<file path="src/rtl/dcache_controller_param.sv">
// Write-back, write-allocate controller for a parametrised direct-mapped L1 D-cache.
// Define DCACHE_WBUF_EN to build in a one-entry victim write buffer that drains from IDLE.
module dcache_controller_param #(
    parameter int ADDR_W      = 20,
    parameter int SET_W       = 5,
    parameter int WORD_BYTES  = 4,
    parameter int BLOCK_WORDS = 4
) (
    input  logic                                        clock,
    input  logic                                        reset,
    input  logic                                        ren,
    input  logic                                        wen,
    input  logic [ADDR_W-1:0]                           addr,
    input  logic [WORD_BYTES-1:0]                       byteSelectVector,
    input  logic [8*WORD_BYTES-1:0]                     din,
    input  logic                                        cacheHit,
    input  logic                                        cacheDirtyBit,
    input  logic [ADDR_W-SET_W-$clog2(WORD_BYTES*BLOCK_WORDS)-1:0] cacheVictimTag,
    input  logic [8*WORD_BYTES*BLOCK_WORDS-1:0]         cacheDout,
    input  logic                                        memReadReady,
    input  logic                                        memWriteDone,
    input  logic [8*WORD_BYTES*BLOCK_WORDS-1:0]         memDout,
    output logic                                        stall,
    output logic [8*WORD_BYTES-1:0]                     dout,
    output logic                                        cacheEn,
    output logic                                        cacheWen,
    output logic                                        cacheMemWen,
    output logic [WORD_BYTES*BLOCK_WORDS-1:0]           cacheBytesAccess,
    output logic [8*WORD_BYTES*BLOCK_WORDS-1:0]         cacheDin,
    output logic                                        memRen,
    output logic                                        memWen,
    output logic [ADDR_W-$clog2(WORD_BYTES*BLOCK_WORDS)-1:0] memBlockAddr,
    output logic [8*WORD_BYTES*BLOCK_WORDS-1:0]         memDin
);

    localparam int WB       = 8 * WORD_BYTES;
    localparam int BB       = WORD_BYTES * BLOCK_WORDS;
    localparam int BLK_BITS = 8 * BB;
    localparam int OFF_W    = $clog2(BB);
    localparam int WOFF_W   = $clog2(BLOCK_WORDS);
    localparam int TAG_W    = ADDR_W - SET_W - OFF_W;
    localparam int BA_W     = ADDR_W - OFF_W;

    typedef enum logic [1:0] {
        IDLE,
        WRITEBACK,
        REFILL,
        FILL
    } state_t;

    state_t stateQ, stateD;

    logic [BA_W-1:0]       reqBlock;
    logic [WOFF_W-1:0]     reqWordOff;
    logic [WB-1:0]         reqDin;
    logic [WORD_BYTES-1:0] reqBsv;
    logic                  reqStore;
    logic [BA_W-1:0]       vicAddr;
    logic [BLK_BITS-1:0]   vicBlock;
    logic [BLK_BITS-1:0]   fillBlock;

    logic                  latchReq;
    logic [WOFF_W-1:0]     wordOff;
    logic [SET_W-1:0]      setIdx;
    logic                  req;
    logic [BB-1:0]         mergeMask;
    logic [BLK_BITS-1:0]   mergedBlock;
    logic [BLK_BITS-1:0]   reqDinRep;
    logic                  unusedAddr;

`ifdef DCACHE_WBUF_EN
    logic wbValid;
    logic wbLoad;
    logic wbClear;
`endif

    assign wordOff    = addr[OFF_W-1 -: WOFF_W];
    assign setIdx     = addr[OFF_W +: SET_W];
    assign req        = ren | wen;
    assign unusedAddr = ^addr;

    function automatic logic [BB-1:0] byteMask(input logic [WORD_BYTES-1:0] bsv,
                                               input logic [WOFF_W-1:0] wOff);
        logic [BB-1:0] m;
        m = '0;
        m[WORD_BYTES-1:0] = bsv;
        return m << (int'(wOff) * WORD_BYTES);
    endfunction

    // Store bytes of a write-allocate miss overwrite the refilled block in the fill cycle.
    always_comb begin
        mergeMask   = reqStore ? byteMask(reqBsv, reqWordOff) : '0;
        reqDinRep   = {BLOCK_WORDS{reqDin}};
        mergedBlock = fillBlock;
        for (int unsigned b = 0; b < BB; b++) begin
            if (mergeMask[b]) begin
                mergedBlock[8*b +: 8] = reqDinRep[8*b +: 8];
            end
        end
    end

    always_ff @(posedge clock) begin
        if (reset) begin
            stateQ     <= IDLE;
            reqBlock   <= '0;
            reqWordOff <= '0;
            reqDin     <= '0;
            reqBsv     <= '0;
            reqStore   <= 1'b0;
            vicAddr    <= '0;
            vicBlock   <= '0;
            fillBlock  <= '0;
`ifdef DCACHE_WBUF_EN
            wbValid    <= 1'b0;
`endif
        end else begin
            stateQ <= stateD;
            if (latchReq) begin
                reqBlock   <= addr[ADDR_W-1:OFF_W];
                reqWordOff <= wordOff;
                reqDin     <= din;
                reqBsv     <= byteSelectVector;
                reqStore   <= wen;
                if (cacheDirtyBit) begin
                    vicAddr  <= {cacheVictimTag, setIdx};
                    vicBlock <= cacheDout;
                end
            end
            if (stateQ == REFILL && memReadReady) begin
                fillBlock <= memDout;
            end
`ifdef DCACHE_WBUF_EN
            if (wbLoad) begin
                wbValid <= 1'b1;
            end else if (wbClear) begin
                wbValid <= 1'b0;
            end
`endif
        end
    end

    always_comb begin
        stateD           = stateQ;
        latchReq         = 1'b0;
        stall            = 1'b0;
        dout             = '0;
        cacheEn          = 1'b0;
        cacheWen         = 1'b0;
        cacheMemWen      = 1'b0;
        cacheBytesAccess = '0;
        cacheDin         = '0;
        memRen           = 1'b0;
        memWen           = 1'b0;
        memBlockAddr     = '0;
        memDin           = '0;
`ifdef DCACHE_WBUF_EN
        wbLoad           = 1'b0;
        wbClear          = 1'b0;
`endif
        if (!reset) begin
            case (stateQ)
                IDLE: begin
                    cacheEn = req;
`ifdef DCACHE_WBUF_EN
                    // Drain runs under hits; a full buffer blocks every miss, which also
                    // covers a miss to the buffered block.
                    if (wbValid) begin
                        memWen       = 1'b1;
                        memBlockAddr = vicAddr;
                        memDin       = vicBlock;
                        wbClear      = memWriteDone;
                    end
`endif
                    if (req && cacheHit) begin
                        if (wen) begin
                            cacheWen         = 1'b1;
                            cacheBytesAccess = byteMask(byteSelectVector, wordOff);
                            cacheDin         = {BLOCK_WORDS{din}};
                        end else begin
                            dout = cacheDout[int'(wordOff)*WB +: WB];
                        end
                    end else if (req) begin
                        stall = 1'b1;
`ifdef DCACHE_WBUF_EN
                        if (!wbValid) begin
                            latchReq = 1'b1;
                            wbLoad   = cacheDirtyBit;
                            stateD   = REFILL;
                        end
`else
                        latchReq = 1'b1;
                        stateD   = cacheDirtyBit ? WRITEBACK : REFILL;
`endif
                    end
                end
                WRITEBACK: begin
                    stall        = 1'b1;
                    memWen       = 1'b1;
                    memBlockAddr = vicAddr;
                    memDin       = vicBlock;
                    if (memWriteDone) begin
                        stateD = REFILL;
                    end
                end
                REFILL: begin
                    stall        = 1'b1;
                    memRen       = 1'b1;
                    memBlockAddr = reqBlock;
                    if (memReadReady) begin
                        stateD = FILL;
                    end
                end
                FILL: begin
                    stall            = 1'b1;
                    cacheEn          = 1'b1;
                    cacheMemWen      = 1'b1;
                    cacheBytesAccess = '1;
                    cacheDin         = mergedBlock;
                    stateD           = IDLE;
                end
                default: stateD = IDLE;
            endcase
        end
    end

endmodule
</file>
<file path="config.mk">
export PLATFORM = sky130hd
export DESIGN_NAME = dcache_controller_param
export DESIGN_NICKNAME = d
export VERILOG_FILES = /design/src/rtl/dcache_controller_param.sv
export SDC_FILE = /design/constraint.sdc
export NUM_CORES = 1
export LEC_CHECK = 0
export CAP_MARGIN = 10
export CORE_AREA = 2 2 258 260
export CTS_CLUSTER_SIZE = 25
export DETAILED_ROUTE_END_ITERATION = 10
export DIE_AREA = 0 0 260 262
export SLEW_MARGIN = 30
export SYNTH_ARGS = -nofsm -noshare
export SYNTH_HDL_FRONTEND = slang
export SYNTH_SLANG_ARGS = --single-unit
</file>
<file path="constraint.sdc">
create_clock -name clock -period 4.86 [get_ports clock]
set_clock_uncertainty 0.2 [all_clocks]
set_input_delay 0.972 -clock clock [delete_from_list [all_inputs] [get_ports clock]]
set_output_delay 0.972 -clock clock [all_outputs]
set_load 0.01 [all_outputs]
</file>
Word level (Yosys, flattened, before mapping). Cells that the tools add are included.

Register bits: 329. Bits of input ports: 331.

Equality and inequality tests: 7. Shift-type cells: 3. Mux-type cells: 57. Bitwise operators: 1. Reductions and logical operators: 6.

Operators by type and width (count): 128-bit two-way mux (5); 128-bit case mux with 2 select lines (1); 32-bit two-way mux (4); 8-bit two-way mux (16); 128-bit by 8-bit indexed part select with 32-bit output (1); 16-bit two-way mux (5); 16-bit case mux with 2 select lines (2); 4-bit by 4-bit left shift with 16-bit output (2); 1-bit two-way mux (16); 2-bit two-way mux (5); 2-bit inequality test (second input constant) (4); 2-bit case mux with 4 select lines (1); 2-bit == test (second input constant) (2); 1-bit case mux with 2 select lines (2); 4-bit AND reduction (1); 3-bit OR reduction (1); 2-bit by 1-bit == test with 1-bit output (second input constant) (1); 1-bit logical AND (2); 2-bit logical NOT (1); 2-bit AND reduction (1); 1-bit OR (1).

Depth between registers and ports, before layout.
Depth after elaboration: 6. Mapped depth: 8. Gate-level depth less buffers: 5.

Worst setup path after synthesis. Ideal clock, no wire load.

Kind: input to output. Start: in addr[2]. End: out dout[10]. Arrival time: 2.129 ns. Path slack: 1.559 ns. Stages on the path: 4. Path through: buf_2 -> buf_2 -> mux4_2 -> nor2b_1.

Cells in the longest elaborated chain, start to end: 5.

RTL lines: from (decl) (RTL line 13) `input logic [ADDR_W-1:0] addr,`; 128-bit by 8-bit indexed part select with 32-bit output (RTL line 180) `dout = cacheDout[int'(wordOff)*WB +: WB];`; 32-bit two-way mux (RTL line 175) `if (wen) begin`; 32-bit two-way mux (RTL line 174) `if (req && cacheHit) begin`; 32-bit two-way mux (RTL line 161) `case (stateQ)`; 32-bit two-way mux (RTL line 160) `if (!reset) begin`; to (decl) (RTL line 24) `output logic [8*WORD_BYTES-1:0] dout,`.

Every way passes these cells.

Final worst setup path.
Start: reg stateQ[1]. End: out memDin[73].

Cells in the longest elaborated chain, start to end: 3.

RTL lines: from (decl) (RTL line 51) `state_t stateQ, stateD;`; from (signal assigned) (RTL line 117) `stateQ <= stateD;`; 2-bit by 1-bit == test with 1-bit output (RTL line 161); 128-bit two-way mux (RTL line 161); 128-bit two-way mux (RTL line 160); to (decl) (RTL line 33) `output logic [8*WORD_BYTES*BLOCK_WORDS-1:0] memDin`.

Every way passes these cells.

==> impl_metrics.csv <==
group,metric,value,unit
global_routing,antenna_found_initial,11,
timing,max_clock_freq,212,MHz
synth,yosys-top-cells-count,"dfxtp_1 (329), nand2_1 (280), nor2b_1 (215)",
power,p_leak,10.2,nW
power,p_sw_share,31.4,%
timing,worst_slew_pin_slew,1130,ps
placed_design,place_area,24600,um^2
setup_path,required,3690,ps
power,p_int,5.98,mW
final_layout,finalInstanceArea,26000,um^2
timing,period_share,97.2,%
timing,fin_crit,4730,ps
timing,slew_violations,0,
timing,holdWs,253,ps
placed_design,dp_cells,3298,
final_layout,utilization,39.9,%
synth,synth.net_count,2237,
worst_hold_path,min_path_type,"register to register",
setup_path,crit_arrival,3550,ps
global_routing,grt.overflow.total,0,
power,irDropWorstVdd,230,uV
routing,drc,0,
power,p_total,8.72,mW
synth,synth_top_area_share,38.2,%
clock_tree,cts_tree,"done",
final_layout,syn_to_final_growth,51.2,%
final_layout,fillers,6466,
routing,vias_per_cell,4.85,
synth,synth_edf_count,0,
final_layout,num-nets-final,2819,
routing,drt-initial-drc-count,1123,
power,p_comb_share,28.0,%
setup_path,cp_max_fo,47,
flow_run,max-cap-violations,0,
placed_design,io_buffers,654,
placed_design,dp_worst_setup_slack,463,ps
timing,fin_ws,134,ps
synth,ys_seq_elements,329,
setup_path,path_class,"register to output pin",
placed_design,dpl.hpwl,52.5,mm
global_routing,grt_pass1_wl,104,mm
global_routing,grtUsageTotal,20.0,%
synth,avgSynthCellArea,9.05,um^2
synth,synth_cell_types,39,
power,seq_power_share,37.0,%
routing,drtAntennaViolNets,0,
timing,final-hold-violation-count,0,
clock_tree,clock_path_buffers,3,
die,rows,94,
synth,syn_inst,1902,
final_layout,drive_above_1_share,12.8,%
synth,yosys_most_used_dff,"dfxtp_1",
power,pwr-share-clk,35.0,%
status,status,"complete, no violations",
clock_tree,cts.clk_slew.worst_paths,60,ps
routing,drt_wl_total,72.4,mm
die,coreArea,65300,um^2
routing,vias,16400,
synth,synthArstFlopShare,0,%
timing,finalSetupTns,0,ps
routing,first_pass_iters,6,
synth,synth_top_cell_by_area,"dfxtp_1",
routing,wl_per_cell,21.4,um
synth,ys_seq_area_share,38.2,%
clock_tree,cts_resized,0,
timing,rsz0062_at_grt,"no",
setup_path,start_kind,"register",
power,p_per_area,335,nW/um^2
global_routing,grt_max_degree,193,
final_layout,stdcell_count,3387,
die,die-area,68100,um^2
timing,max_slew_margin,24.5,%
synth,yosys-top-cells-area,"dfxtp_1 (38%), nor2b_1 (7.8%), mux2i_1 (7.6%)",
die,dieWidth,260,um
synth,ys_warn_count,0,
die,die_y,262,um
clock_tree,cts_sinks,329,
setup_path,endpoint_kind,"output pin",
placed_design,gp_congestion,0.935,
clock_tree,root_buffer,"clkbuf_16",
die,start_util,26.4,%
timing,setup_viol,0,
die,io_pins,657,
synth,netlist_area,17200,um^2
clock_tree,worstSkewPairLatency,550,ps
clock_tree,cts_buffers,41,
clock_tree,htree_levels,2,
global_routing,grt_pass1_vias,16300,
synth,synthMostInstantiatedCell,"dfxtp_1",
power,power.switching,2.74,mW
[power groups by stage]
stage	sequential [mW]	combinational (mW)	clock (mW)
final	3.23	2.44	3.05
after global routing	3.26	2.60	3.26
after CTS	3.22	2.44	3.16
after detailed placement	3.28	2.43	0
after global placement	3.26	2.40	0
after floorplan	3.19	1.36	0
[repair_timing]
| action | in CTS | in global routing |
|---|---|---|
| pin swaps | 0 | 1 |
| hold buffers | 0 | 0 |
| hold endpoints to repair | 0 | 0 |
| cloned | 1 | 0 |
| buffers inserted | 0 | 6 |
| endpoints found under the setup margin | 7 | 1 |
[worst paths after layout]
path	start	to	slack, ps	depth (start not counted)
min	fillBlock[10]$_SDFFE_PP0P_	fillBlock[10]$_SDFFE_PP0P_	250	2
max reg2reg	stateQ[0]$_SDFFE_PP0P_	fillBlock[41]$_SDFFE_PP0P_	1780	6
min reg2reg	fillBlock[10]$_SDFFE_PP0P_	fillBlock[10]$_SDFFE_PP0P_	250	2
max	stateQ[1]$_SDFFE_PP0P_	memDin[73]	130	6
[flip-flops by register name, indices dropped and copies added, names as in the netlist]
name	count
vicBlock	128
reqDin	32
vicAddr	16
reqStore	1
reqBsv	4
fillBlock	128
stateQ	2
reqWordOff	2
reqBlock	16
[critical path: stages, from the launching register on]
cell and delay [ps]:
dfxtp_1 350, inv_1 90, ha_1 800, nor2b_4 680
buf_12 280, and2_1 150, clkdlybuf4s50_1 610
[placed cells by master, fill, tap and decap left out, types with 10 or more instances in the layout]
cell type	instances
clkdlybuf4s50_1	651
dfxtp_1	329
nand2_1	278
nor2b_1	214
mux2i_1	130
a21oi_1	130
and2_1	129
o21ai_0	118
mux2_2	115
buf_4	42
clkbuf_16	41
mux2_4	40
nor2_1	36
mux4_2	32
nand3b_1	32
mux2_1	24
o211ai_1	21
nand3_1	18
a31oi_1	16
a22oi_1	16
o21ai_1	13
clkbuf_1	10
clkbuf_8	10
buf_12	10
[layer usage]
metal	track usage [%]	routed length [um]	vias up	share of wire [%]
met5	0	0	-	0
met4	8.48	2720	0	3.8
met3	3.56	4300	158	5.9
met2	33.3	34900	594	48
met1	25.4	30400	8020	42
li1	-	-	7658	-
[layout make-up]
type,count,area (um^2),area share (%)
Multi-Input combinational cell,1399,9940,38.2
Timing Repair Buffer,706,7060,27.1
Sequential cell,329,6590,25.3
Clock buffer,61,1200,4.61
Tap cell,864,1080,4.15
Clock inverter,12,125,0.481
Inverter,7,26.3,0.101
Antenna cell,9,22.5,0.0865
[cells by family (layout without fill, tap and decap cells)]
family          count (synthesis)  in the layout  synth area share [%]
mux                           341            341                  24.3
simple gates                  736            737                  22.7
other cells                     0              9                     0
compound gates                317            317                  9.93
buf+inv                       175            786                  4.54
fa+ha+maj                       4              4                 0.291
flops                         329            329                  38.2
Note: power is estimated with default switching activity, not from simulation.
